## config.mk

```make
export PLATFORM = sky130hd
export DESIGN_NAME = hazard_ctrl_mc
export DESIGN_NICKNAME = d
export VERILOG_FILES = /design/src/rtl/pipeline_pkg.sv /design/src/rtl/hazard_md_timer.sv /design/src/rtl/hazard_ctrl_mc.sv
export SDC_FILE = /design/constraint.sdc
export NUM_CORES = 1
export LEC_CHECK = 0
export ABC_AREA = 1
export BUFFER_PORTS_ARGS = -buffer_cell sky130_fd_sc_hd__buf_2
export CORE_ASPECT_RATIO = 1.1
export CORE_MARGIN = 3
export CORE_UTILIZATION = 50
export DETAILED_ROUTE_END_ITERATION = 7
export PLACE_DENSITY = 0.8
export SLEW_MARGIN = 25
export SYNTH_ARGS = -nofsm -noshare
export SYNTH_HDL_FRONTEND = slang
export SYNTH_HIERARCHICAL = 1
export SYNTH_SLANG_ARGS = --single-unit
```

## constraint.sdc

```tcl
create_clock -name clk -period 2.25 [get_ports clk]
set_input_delay 0.1125 -clock clk [delete_from_list [all_inputs] [get_ports clk]]
set_output_delay 0.1125 -clock clk [all_outputs]
set_load 0.02 [all_outputs]
```

## src/rtl/pipeline_pkg.sv

```systemverilog
// Shared pipeline types for the RV32 hazard controller: forwarding select
// encoding and the default register-address width.
package pipeline_pkg;

  localparam int REG_AW_DEF = 5;

  typedef enum logic [1:0] {
    FWD_REG = 2'b00,
    FWD_W   = 2'b01,
    FWD_M   = 2'b10
  } fwd_sel_t;

  // M wins over W because it holds the younger result.
  function automatic fwd_sel_t fwdSel(input logic hitM, input logic hitW);
    fwd_sel_t sel;
    if (hitM) begin
      sel = FWD_M;
    end else if (hitW) begin
      sel = FWD_W;
    end else begin
      sel = FWD_REG;
    end
    return sel;
  endfunction

endpackage

```

## src/rtl/hazard_md_timer.sv

```systemverilog
// Blocking multi-cycle execute-unit timer: holds an MDU op in E for MD_LAT
// extra cycles, then lets it go once md_done is seen.
module hazard_md_timer
  import pipeline_pkg::*;
#(
  parameter int MD_LAT = 4
) (
  input  logic clk,
  input  logic rst_n,
  input  logic MdOpE,
  input  logic StallE,
  output logic mdStall,
  output logic MdBusy
);

  localparam logic [7:0] LOAD_VAL = (MD_LAT > 1) ? 8'(MD_LAT - 1) : 8'd0;
  localparam logic       LAT_EN   = (MD_LAT != 0);
  localparam logic       LAT_ONE  = (MD_LAT == 1);

  logic [7:0] mdCnt_r;
  logic [7:0] mdCntNext_s;
  logic       mdDone_r;
  logic       mdDoneNext_s;
  logic       setDone_s;

  assign mdStall = LAT_EN & MdOpE & ~mdDone_r;
  assign MdBusy  = (mdCnt_r != 8'd0);

  // Next-state for the countdown and the done flag; done survives only while E is held.
  always_comb begin
    mdCntNext_s  = mdCnt_r;
    mdDoneNext_s = mdDone_r;
    setDone_s    = (mdCnt_r == 8'd1) | ((mdCnt_r == 8'd0) & mdStall & LAT_ONE);
    if (mdCnt_r != 8'd0) begin
      mdCntNext_s = mdCnt_r - 8'd1;
    end else if (mdStall & ~LAT_ONE) begin
      mdCntNext_s = LOAD_VAL;
    end else begin
      mdCntNext_s = mdCnt_r;
    end
    if (setDone_s) begin
      mdDoneNext_s = 1'b1;
    end else if (!StallE) begin
      mdDoneNext_s = 1'b0;
    end else begin
      mdDoneNext_s = mdDone_r;
    end
  end

  // Timer state register.
  always_ff @(posedge clk or negedge rst_n) begin
    if (!rst_n) begin
      mdCnt_r  <= 8'd0;
      mdDone_r <= 1'b0;
    end else begin
      mdCnt_r  <= mdCntNext_s;
      mdDone_r <= mdDoneNext_s;
    end
  end

endmodule

```

## src/rtl/hazard_ctrl_mc.sv

```systemverilog
// Hazard controller for the 5-stage RV32 pipeline: forwarding, load-use and
// MDU/memory stalls, branch flush, and a saturating stall-cycle counter.
module hazard_ctrl_mc
  import pipeline_pkg::*;
#(
  parameter int REG_AW = REG_AW_DEF,
  parameter int MD_LAT = 4,
  parameter int CNT_W  = 16
) (
  input  logic              clk,
  input  logic              rst_n,
  input  logic [REG_AW-1:0] Rs1D,
  input  logic [REG_AW-1:0] Rs2D,
  input  logic              UseRs1D,
  input  logic              UseRs2D,
  input  logic [REG_AW-1:0] Rs1E,
  input  logic [REG_AW-1:0] Rs2E,
  input  logic [REG_AW-1:0] RdE,
  input  logic              RegWriteE,
  input  logic              ResultSrcE0,
  input  logic              MdOpE,
  input  logic              PCSrcE,
  input  logic [REG_AW-1:0] RdM,
  input  logic [REG_AW-1:0] RdW,
  input  logic              RegWriteM,
  input  logic              RegWriteW,
  input  logic              MemReadyM,
  input  logic              ClrStats,
  output logic [1:0]        ForwardAE,
  output logic [1:0]        ForwardBE,
  output logic              StallF,
  output logic              StallD,
  output logic              StallE,
  output logic              StallM,
  output logic              FlushD,
  output logic              FlushE,
  output logic              FlushM,
  output logic              FlushW,
  output logic              MdBusy,
  output logic [CNT_W-1:0]  StallCycles
);

  localparam logic [REG_AW-1:0] REG_ZERO = {REG_AW{1'b0}};
  localparam logic [CNT_W-1:0]  CNT_ONE  = {{(CNT_W-1){1'b0}}, 1'b1};
  localparam logic [CNT_W-1:0]  CNT_MAX  = {CNT_W{1'b1}};

  logic lwStall_s;
  logic memStall_s;
  logic mdStall_s;
  logic frozen_s;

  // x0 is hard-wired zero and must never be forwarded.
  assign ForwardAE = fwdSel((Rs1E != REG_ZERO) & RegWriteM & (Rs1E == RdM),
                            (Rs1E != REG_ZERO) & RegWriteW & (Rs1E == RdW));
  assign ForwardBE = fwdSel((Rs2E != REG_ZERO) & RegWriteM & (Rs2E == RdM),
                            (Rs2E != REG_ZERO) & RegWriteW & (Rs2E == RdW));

  assign lwStall_s  = ResultSrcE0 & RegWriteE & (RdE != REG_ZERO) &
                      ((UseRs1D & (Rs1D == RdE)) | (UseRs2D & (Rs2D == RdE)));
  assign memStall_s = ~MemReadyM;
  assign frozen_s   = memStall_s | mdStall_s;

  assign StallF = frozen_s | lwStall_s;
  assign StallD = frozen_s | lwStall_s;
  assign StallE = frozen_s;
  assign StallM = memStall_s;
  assign FlushW = memStall_s;
  assign FlushM = mdStall_s & ~memStall_s;
  // A held branch is deferred until the pipeline can move again.
  assign FlushE = ~frozen_s & (lwStall_s | PCSrcE);
  assign FlushD = ~frozen_s & PCSrcE;

  hazard_md_timer #(
    .MD_LAT (MD_LAT)
  ) u_md_timer (
    .clk     (clk),
    .rst_n   (rst_n),
    .MdOpE   (MdOpE),
    .StallE  (StallE),
    .mdStall (mdStall_s),
    .MdBusy  (MdBusy)
  );

  // Stall statistics: clear wins, otherwise count StallF cycles up to all-ones.
  always_ff @(posedge clk or negedge rst_n) begin
    if (!rst_n) begin
      StallCycles <= {CNT_W{1'b0}};
    end else if (ClrStats) begin
      StallCycles <= {CNT_W{1'b0}};
    end else if (StallF && (StallCycles != CNT_MAX)) begin
      StallCycles <= StallCycles + CNT_ONE;
    end else begin
      StallCycles <= StallCycles;
    end
  end

endmodule
```

### Yosys cells after proc, flatten, opt, wreduce, memory -nomap -nowiden

Cells that the tools add are included.

| storage, ports and cells | value |
|---|---|
| word-level logic and storage cells | 55 |
| input port bits | 47 |
| register bits | 25 |
| output and inout bits | 29 |

| cells by class | value |
|---|---|
| equality and inequality tests | 9 |
| bitwise logic cells | 24 |
| mux-type cells | 10 |
| $add $sub $neg | 2 |
| reductions and logical operators | 7 |

Operators by type and width:

| operator | count |
|---|---|
| 16-bit 2-to-1 mux | 2 |
| 5-bit equality test | 6 |
| 1-bit bitwise AND | 17 |
| 16-bit by 1-bit adder with 16-bit output, second input constant | 1 |
| 8-bit 2-to-1 mux | 2 |
| 16-bit != test, second input constant | 1 |
| 5-bit nonzero test | 3 |
| 8-bit by 1-bit equality test with 1-bit output, second input constant | 1 |
| 8-bit nonzero test | 1 |
| 8-bit by 1-bit subtractor with 8-bit output, second input constant | 1 |
| 1-bit 2-to-1 mux | 4 |
| 2-bit 2-to-1 mux | 2 |
| 1-bit bitwise OR | 4 |
| 2-bit nonzero test | 2 |
| 1-bit inverter | 3 |
| 2-bit by 1-bit != test with 1-bit output, second input constant | 1 |
| 1-bit logical AND | 1 |

### Depth between registers and ports, before layout

Gate-level depths: netlist of run 1.

| depth | value |
|---|---|
| depth in word-level cells | 8 |
| depth in mapped cells | 12 |
| mapped depth without buffers | 11 |

### Hierarchy

The synthesis of run 1 kept the hierarchy.

By module, submodules not included:

| module | sequential area each (um2) | area an instance (um2) | cells an instance | times used |
|---|---|---|---|---|
| hazard_ctrl_mc | 400.4 | 1625.3 | 262 | 1 |
| hazard_md_timer | 225.2 | 550.5 | 70 | 1 |

### Worst setup path after synthesis of run 1

Ideal clock, no wire load.

| timing path | value |
|---|---|
| path type | reg-to-reg |
| start | reg StallCycles[0] |
| end | reg StallCycles[6] |
| path slack | 0.476 ns |
| library setup time | 0.119 ns |
| buffers on the path | 1 |
| data arrival time | 1.655 ns |
| clock period less this slack | 1.774 ns |
| required time | 2.131 ns |
| cell stages (with the launch flop) | 10 |
| cells stage by stage | dfrtp_1 > ha_1 > nand2_1 > nor2_4 > nand2_2 > nor2_4 > nand4_4 > buf_2 > nand4_1 > nand2_1 |

| on the way | value |
|---|---|
| longest elaborated chain between the ends | 3 |
| elaborated cells between the ends (all ways) | 6 |
| those cells by class | add/sub: 1; eq/ne: 1; mux: 2; reduce/logical: 2 |

RTL lines:

| element | line | source |
|---|---|---|
| start, declared | hazard_ctrl_mc.sv:40 | `output logic [CNT_W-1:0] StallCycles` |
| start signal, assigned | hazard_ctrl_mc.sv:87 | `StallCycles <= {CNT_W{1'b0}};` |
| start signal, assigned | hazard_ctrl_mc.sv:89 | `StallCycles <= {CNT_W{1'b0}};` |
| start signal, assigned | hazard_ctrl_mc.sv:91 | `StallCycles <= StallCycles + CNT_ONE;` |
| 16-bit by 1-bit adder with 16-bit output / 16-bit != test (equally long branches) | hazard_ctrl_mc.sv:91, hazard_ctrl_mc.sv:90 |  |
| 16-bit 2-to-1 mux / 1-bit logical AND (equally long branches) | hazard_ctrl_mc.sv:90 | `end else if (StallF && (StallCycles != CNT_MAX)) begin` |
| 16-bit 2-to-1 mux / 2-bit nonzero test (equally long branches) | n/a |  |

Several ways; a longest one is shown, not always the timed one. The select of a mux whose other input is x is not followed.
A chain may end at the register's enable or synchronous reset.

### Worst setup path in the final report of run 1

| timing path | value |
|---|---|
| start | reg StallCycles[0] |
| end | reg StallCycles[9] |

The elaborated chain is that of the path after synthesis.

==> flow_summary.json, run 1 <==
{
  "min_to": "StallCycles[13]$_DFFE_PN0P_",
  "place_hpwl_um": 4170,
  "yosysUniqueCellTypes": 31,
  "fin_crit_ns": 1.91,
  "die_h_um": 75.2,
  "crit_fanout": 17,
  "routedWlPerCell_um": 11.7,
  "cts_tree": "yes",
  "grt_pass1_wl_um": 8690,
  "drt_iter0_markers": 154,
  "ant_nets": 0,
  "avgSynthCellArea_um2": 6.55,
  "min_from": "ClrStats",
  "critical_path_class": "register to register",
  "core_area_um2": 4080,
  "drive_gt1_share_pct": 24.8,
  "dp_slack_ns": 0.350,
  "die_w_um": 68.9,
  "hold_path.class": "input port to register",
  "clk_latency_ns": 0.27,
  "numPortBuffers": 75,
  "multi_input_area_um2": 1300,
  "synth_area_um2": 2180,
  "r2r-start": "StallCycles[0]$_DFFE_PN0P_",
  "cts_hold_buffers": 1,
  "clk_pin_slew_worst_paths_ns": 0.09,
  "ys_ff_latch": 25,
  "gp_congestion": 0.808,
  "h-tree-depth": 1,
  "status": "finished clean",
  "rrSetupSlack_ns": 0.34,
  "syn_inst": 332,
  "finalHoldViolations": 0,
  "synth_warnings": 6,
  "r2r.worst_path.cells": 9,
  "yosysSeqAreaShare_pct": 28.8,
  "arrival_ns": 2.11,
  "nets": 455,
  "reg2reg_to": "StallCycles[9]$_DFFE_PN0P_",
  "synth_top_area_cell": "dfrtp_1",
  "viasPerCell": 5.17,
  "start_kind": "register",
  "slew_headroom_pct": 43.0,
  "setup_viol": 0,
  "track_usage_pct": 21.2,
  "clkSinkCount": 25,
  "vias": 2356,
  "rsz0062_at_grt": "false",
  "clockBufferDepth": 2,
  "area_delta_synth_final_pct": 20.5,
  "drc_errors": 0,
  "antenna_found_initial": 0,
  "yosys.area.top_type_share_pct": 28.8,
  "critPathRequiredTime_ns": 2.45,
  "cts_made_buffers": 3,
  "max-cap-violations": 0,
  "start_util_pct": 53.3,
  "antennaDiodeCount": 0,
  "rows": 24,
  "die_area_um2": 5180,
  "grt_max_degree": 32,
  "critPathCaptureType": "register",
  "synth_area_leaders": "dfrtp_1, nand2_1, inv_1, nand3_1, nor2_1",
  "post-cts-setup-buffer-count": 0,
  "grt_pass1_vias": 2140,
  "routed_wl_um": 5330,
  "holdPathStages": 4,
  "regArea_um2": 626,
  "cts_repair_resize_count": 0,
  "tightest_slew_ns": 0.854,
  "synth_nets": 382,
  "root_buffer": "clkbuf_8",
  "timing.setup.tns_ns": 0,
  "p_leak_uw": 0.00158,
  "fillers": 371,
  "fin_hold_ws_ns": 0.121,
  "first_pass_iters": 5,
  "overflow": 0,
  "timing.final.ws_setup_ns": 0.336,
  "power.density_nw_per_um2": 560,
  "io_pins": 76,
  "fin_worst_skew_ns": 0.0104,
  "fmax_ghz": 0.522,
  "drv_slew": 0,
  "post-route-period-util_pct": 85.1,
  "peakVddDrop_mv": 0.474
}
registers in the layout, indices dropped and copies added (netlist names):
register and flops:
StallCycles 16, u_md_timer/mdCnt_r 8, u_md_timer/mdDone_r 1
report_power, final:
group	internal, uW	switching (uW)
clock network	127	136
logic	212	365
registers	533	94.1
worst max-delay path, stage by stage (launching register included):
cell and delay (ns):
dfrtp_1 0.41, ha_1 0.20, nand2_1 0.13, nor2_4 0.19, nand2_2 0.10, nor2_4 0.10
nand4_4 0.23, nand2_4 0.27, nand3_1 0.09, nand2_1 0.10
routing by layer:
| layer | vias to the layer above | GRT usage, % | wire length [um] |
|---|---|---|---|
| li1 | 1200 | - | - |
| met1 | 1057 | 26.5 | 2380 |
| met2 | 91 | 38.0 | 2470 |
| met5 | - | 0 | 0 |
| met4 | 0 | 6.28 | 67 |
| met3 | 8 | 2.54 | 411 |
worst max path at each step:
stage	start	to	slack (ns)	cells after the start
6_report	StallCycles[0]$_DFFE_PN0P_	StallCycles[9]$_DFFE_PN0P_	0.34	9
5_1_grt	StallCycles[0]$_DFFE_PN0P_	StallCycles[1]$_DFFE_PN0P_	0.13	9
4_1_cts	StallCycles[0]$_DFFE_PN0P_	StallCycles[9]$_DFFE_PN0P_	0.32	9
3_5_place_dp	StallCycles[0]$_DFFE_PN0P_	StallCycles[14]$_DFFE_PN0P_	0.35	9
3_3_place_gp	StallCycles[0]$_DFFE_PN0P_	StallCycles[0]$_DFFE_PN0P_	0.41	9
2_1_floorplan	StallCycles[0]$_DFFE_PN0P_	StallCycles[6]$_DFFE_PN0P_	0.48	9
synth_stat cells (all sizes together):
| cell type | count |
|---|---|
| o2111ai | 3 |
| nand2 | 95 |
| or2 | 2 |
| ha | 3 |
| a21oi | 4 |
| nor2 | 45 |
| nand3 | 34 |
| o21a | 1 |
| o22ai | 2 |
| nand4 | 22 |
| dfrtp | 25 |
| buf | 7 |
| nor3 | 8 |
| xor2 | 11 |
| inv | 54 |
| o21ai | 8 |
| clkbuf | 1 |
| nor4 | 1 |
| xnor2 | 6 |
kinds of logic after synthesis:
kind of cell	synth area share [%]
flip-flops	28.8
buffers and inverters	11.6
AND/OR/NAND/NOR	46.2
AO/OA/AOI/OAI	4.89
adder cells (fa/ha/maj)	1.73
XOR/XNOR	6.84
cell usage in the layout (no fill, tap or decap), drive strengths merged, types with 6 or more instances in the layout:
cell type / n
inv: 54
buf: 75
xor2: 11
o21ai: 8
nor3: 8
nor2: 45
nand4: 22
dfrtp: 25
xnor2: 6
nand3: 34
nand2: 95
stage by stage:
stage | util (%) | total power, uW | instance area (um^2) | cells
after floorplan | - | 1060 | 2180 | 332
after global placement | 62.9 | 1200 | 2570 | 451
after detailed placement | 62.9 | 1220 | 2570 | 451
after CTS | 64.2 | 1490 | 2620 | 456
after global routing | 64.2 | 1610 | 2620 | 456
final | 64.2 | 1470 | 2620 | 456
cell type report:
class	instances	share of cell area (%)
well taps	52	2.48
multi-input cells	245	49.5
inverters	54	7.73
repair buffers	76	14.7
flip-flops and latches	25	23.9
clock buffers	4	1.72
Power figures use the tool's default switching activity.
==> inputs of run 2 (changes only) <==
==> constraint.sdc (replaced) <==
create_clock -name clk -period 2.25 [get_ports clk]
set_input_delay 0.3375 -clock clk [delete_from_list [all_inputs] [get_ports clk]]
set_output_delay 0.3375 -clock clk [all_outputs]
set_load 0.02 [all_outputs]
==> flow_summary.json, run 2 (synthesis results as in run 1) <==
{
  "first_pass_iters": 4,
  "track_usage_pct": 20.4,
  "timing.setup.tns_ns": 0,
  "grt_pass1_wl_um": 8260,
  "overflow": 0,
  "largest_register": "StallCycles",
  "fin_crit_ns": 1.93,
  "cpPeakStageDelay_ns": 0.35,
  "internal_power_uw": 872,
  "drt_iter0_markers": 157,
  "post-cts-setup-buffer-count": 0,
  "seqPwrFrac_pct": 42.7,
  "routedWlPerCell_um": 11.3,
  "swShare_pct": 40.3,
  "crit_path_cell_trace": "inv_1, nand2_1, inv_1, nor2_1, nand2_2, buf_2",
  "power.share.clock_pct": 18.0,
  "dr_wl_met2_um": 2330,
  "ant_nets": 0,
  "nets": 455,
  "start_kind": "register",
  "h-tree-depth": 1,
  "max-cap-violations": 0,
  "final_util_pct": 64.2,
  "critical_path_class": "register to output pin",
  "vias": 2272,
  "rrSetupSlack_ns": 0.35,
  "rsz0062_at_grt": "false",
  "post-route-period-util_pct": 85.6,
  "setup_viol": 0,
  "grt_pass1_vias": 1993,
  "cp-startpoint": "u_md_timer/mdDone_r$_DFFE_PN0P_",
  "tightest_slew_ns": 0.539,
  "hold_path.class": "input port to async pin",
  "fin_worst_skew_ns": 0.00617,
  "critPathMostFrequentCell": "inv_1",
  "wl_met1_um": 2370,
  "cts_made_buffers": 3,
  "place_hpwl_um": 4100,
  "drc_errors": 0,
  "clkSinkCount": 25,
  "cts_repair_resize_count": 0,
  "start_util_pct": 53.3,
  "stdcell_count": 456,
  "clockBufferDepth": 2,
  "arrival_ns": 1.59,
  "placed_cells": 452,
  "largest_registers": "StallCycles x16, u_md_timer/mdCnt_r x8, u_md_timer/mdDone_r x1",
  "critPathRequiredTime_ns": 1.91,
  "met3_length_um": 409,
  "crit_fanout": 19,
  "area_delta_synth_final_pct": 20.4,
  "antennaDiodeCount": 0,
  "finalHoldViolations": 0,
  "status": "finished clean",
  "clk_latency_ns": 0.27,
  "fmax_ghz": 0.519,
  "rows": 24,
  "io_pins": 76,
  "drive_gt1_share_pct": 25.0,
  "p_switching_uw": 590,
  "die_w_um": 68.9,
  "grt_max_degree": 26,
  "drv_slew": 0,
  "largest_register_ffs": 16,
  "cts_hold_buffers": 0,
  "slew_headroom_pct": 64.1,
  "p_leak_uw": 0.00158,
  "gp_congestion": 0.877,
  "crit_slowest_cell": "dfrtp_1",
  "comb_power_share_pct": 39.4,
  "layout_common_cells": "nand2_1, buf_2, inv_1",
  "root_buffer": "clkbuf_8",
  "cts_tree": "yes",
  "critPathCaptureType": "output pin",
  "die_area_um2": 5180,
  "die_h_um": 75.2,
  "core_area_um2": 4080,
  "clk_pin_slew_worst_paths_ns": 0.09,
  "power.density_nw_per_um2": 558,
  "numPortBuffers": 75,
  "viasPerCell": 4.98,
  "r2r-start": "StallCycles[0]$_DFFE_PN0P_",
  "antenna_found_initial": 0,
  "layout_commonest_cell": "nand2_1",
  "peakVddDrop_mv": 0.488,
  "routed_wl_um": 5150,
  "routed.top_layer": "met4"
}
run 2: routing by layer:
| layer | vias up | global-route usage (%) |
|---|---|---|
| met5 | - | 0 |
| met4 | 0 | 4.98 |
| met3 | 4 | 1.94 |
| met2 | 69 | 35.0 |
| met1 | 995 | 27.5 |
| li1 | 1204 | - |
run 2: power groups by stage:
stage	logic, uW	clock network [uW]	registers [uW]
after floorplan	428	0	628
after global placement	569	0	631
after detailed placement	582	0	632
after CTS	584	274	625
after global routing	673	288	637
final	576	263	624
run 2: metrics by stage:
step	setup WS [ns]	power, uW	area (um^2)	hold slack [ns]
after floorplan	0.346	1060	2180	0.0419
final	0.324	1460	2620	0.0355
after global routing	0.112	1600	2620	0.0804
after global placement	0.453	1200	2570	0.357
after detailed placement	0.381	1210	2570	0.359
after CTS	0.313	1480	2620	0.0643
run 2: path summary, 6_finish.rpt:
check                                                          to  cells after the start
worst max-delay path                                       StallF                      6
worst min-delay path                  StallCycles[13]$_DFFE_PN0P_                      1
worst max register to register         StallCycles[5]$_DFFE_PN0P_                      9
worst min register to register    u_md_timer/mdDone_r$_DFFE_PN0P_                      2
max in group asynchronous       u_md_timer/mdCnt_r[0]$_DFFE_PN0P_                      1
min in group clk                      StallCycles[13]$_DFFE_PN0P_                      4
run 2: critical path, delay by kind of cell (launching register included):
kind	cells	cell delay [ns]
AND/OR/NAND/NOR	3	0.59
buffers and inverters	3	0.38
flip-flops	1	0.35
run 2: layout make-up:
cell class / instances / area [um^2]
multi-input cells: 245 / 1300
inverters: 54 / 203
flip-flops and latches: 25 / 626
fillers: 381 / 1460
clock buffers: 4 / 45.0
repair buffers: 76 / 383
well taps: 52 / 65.1
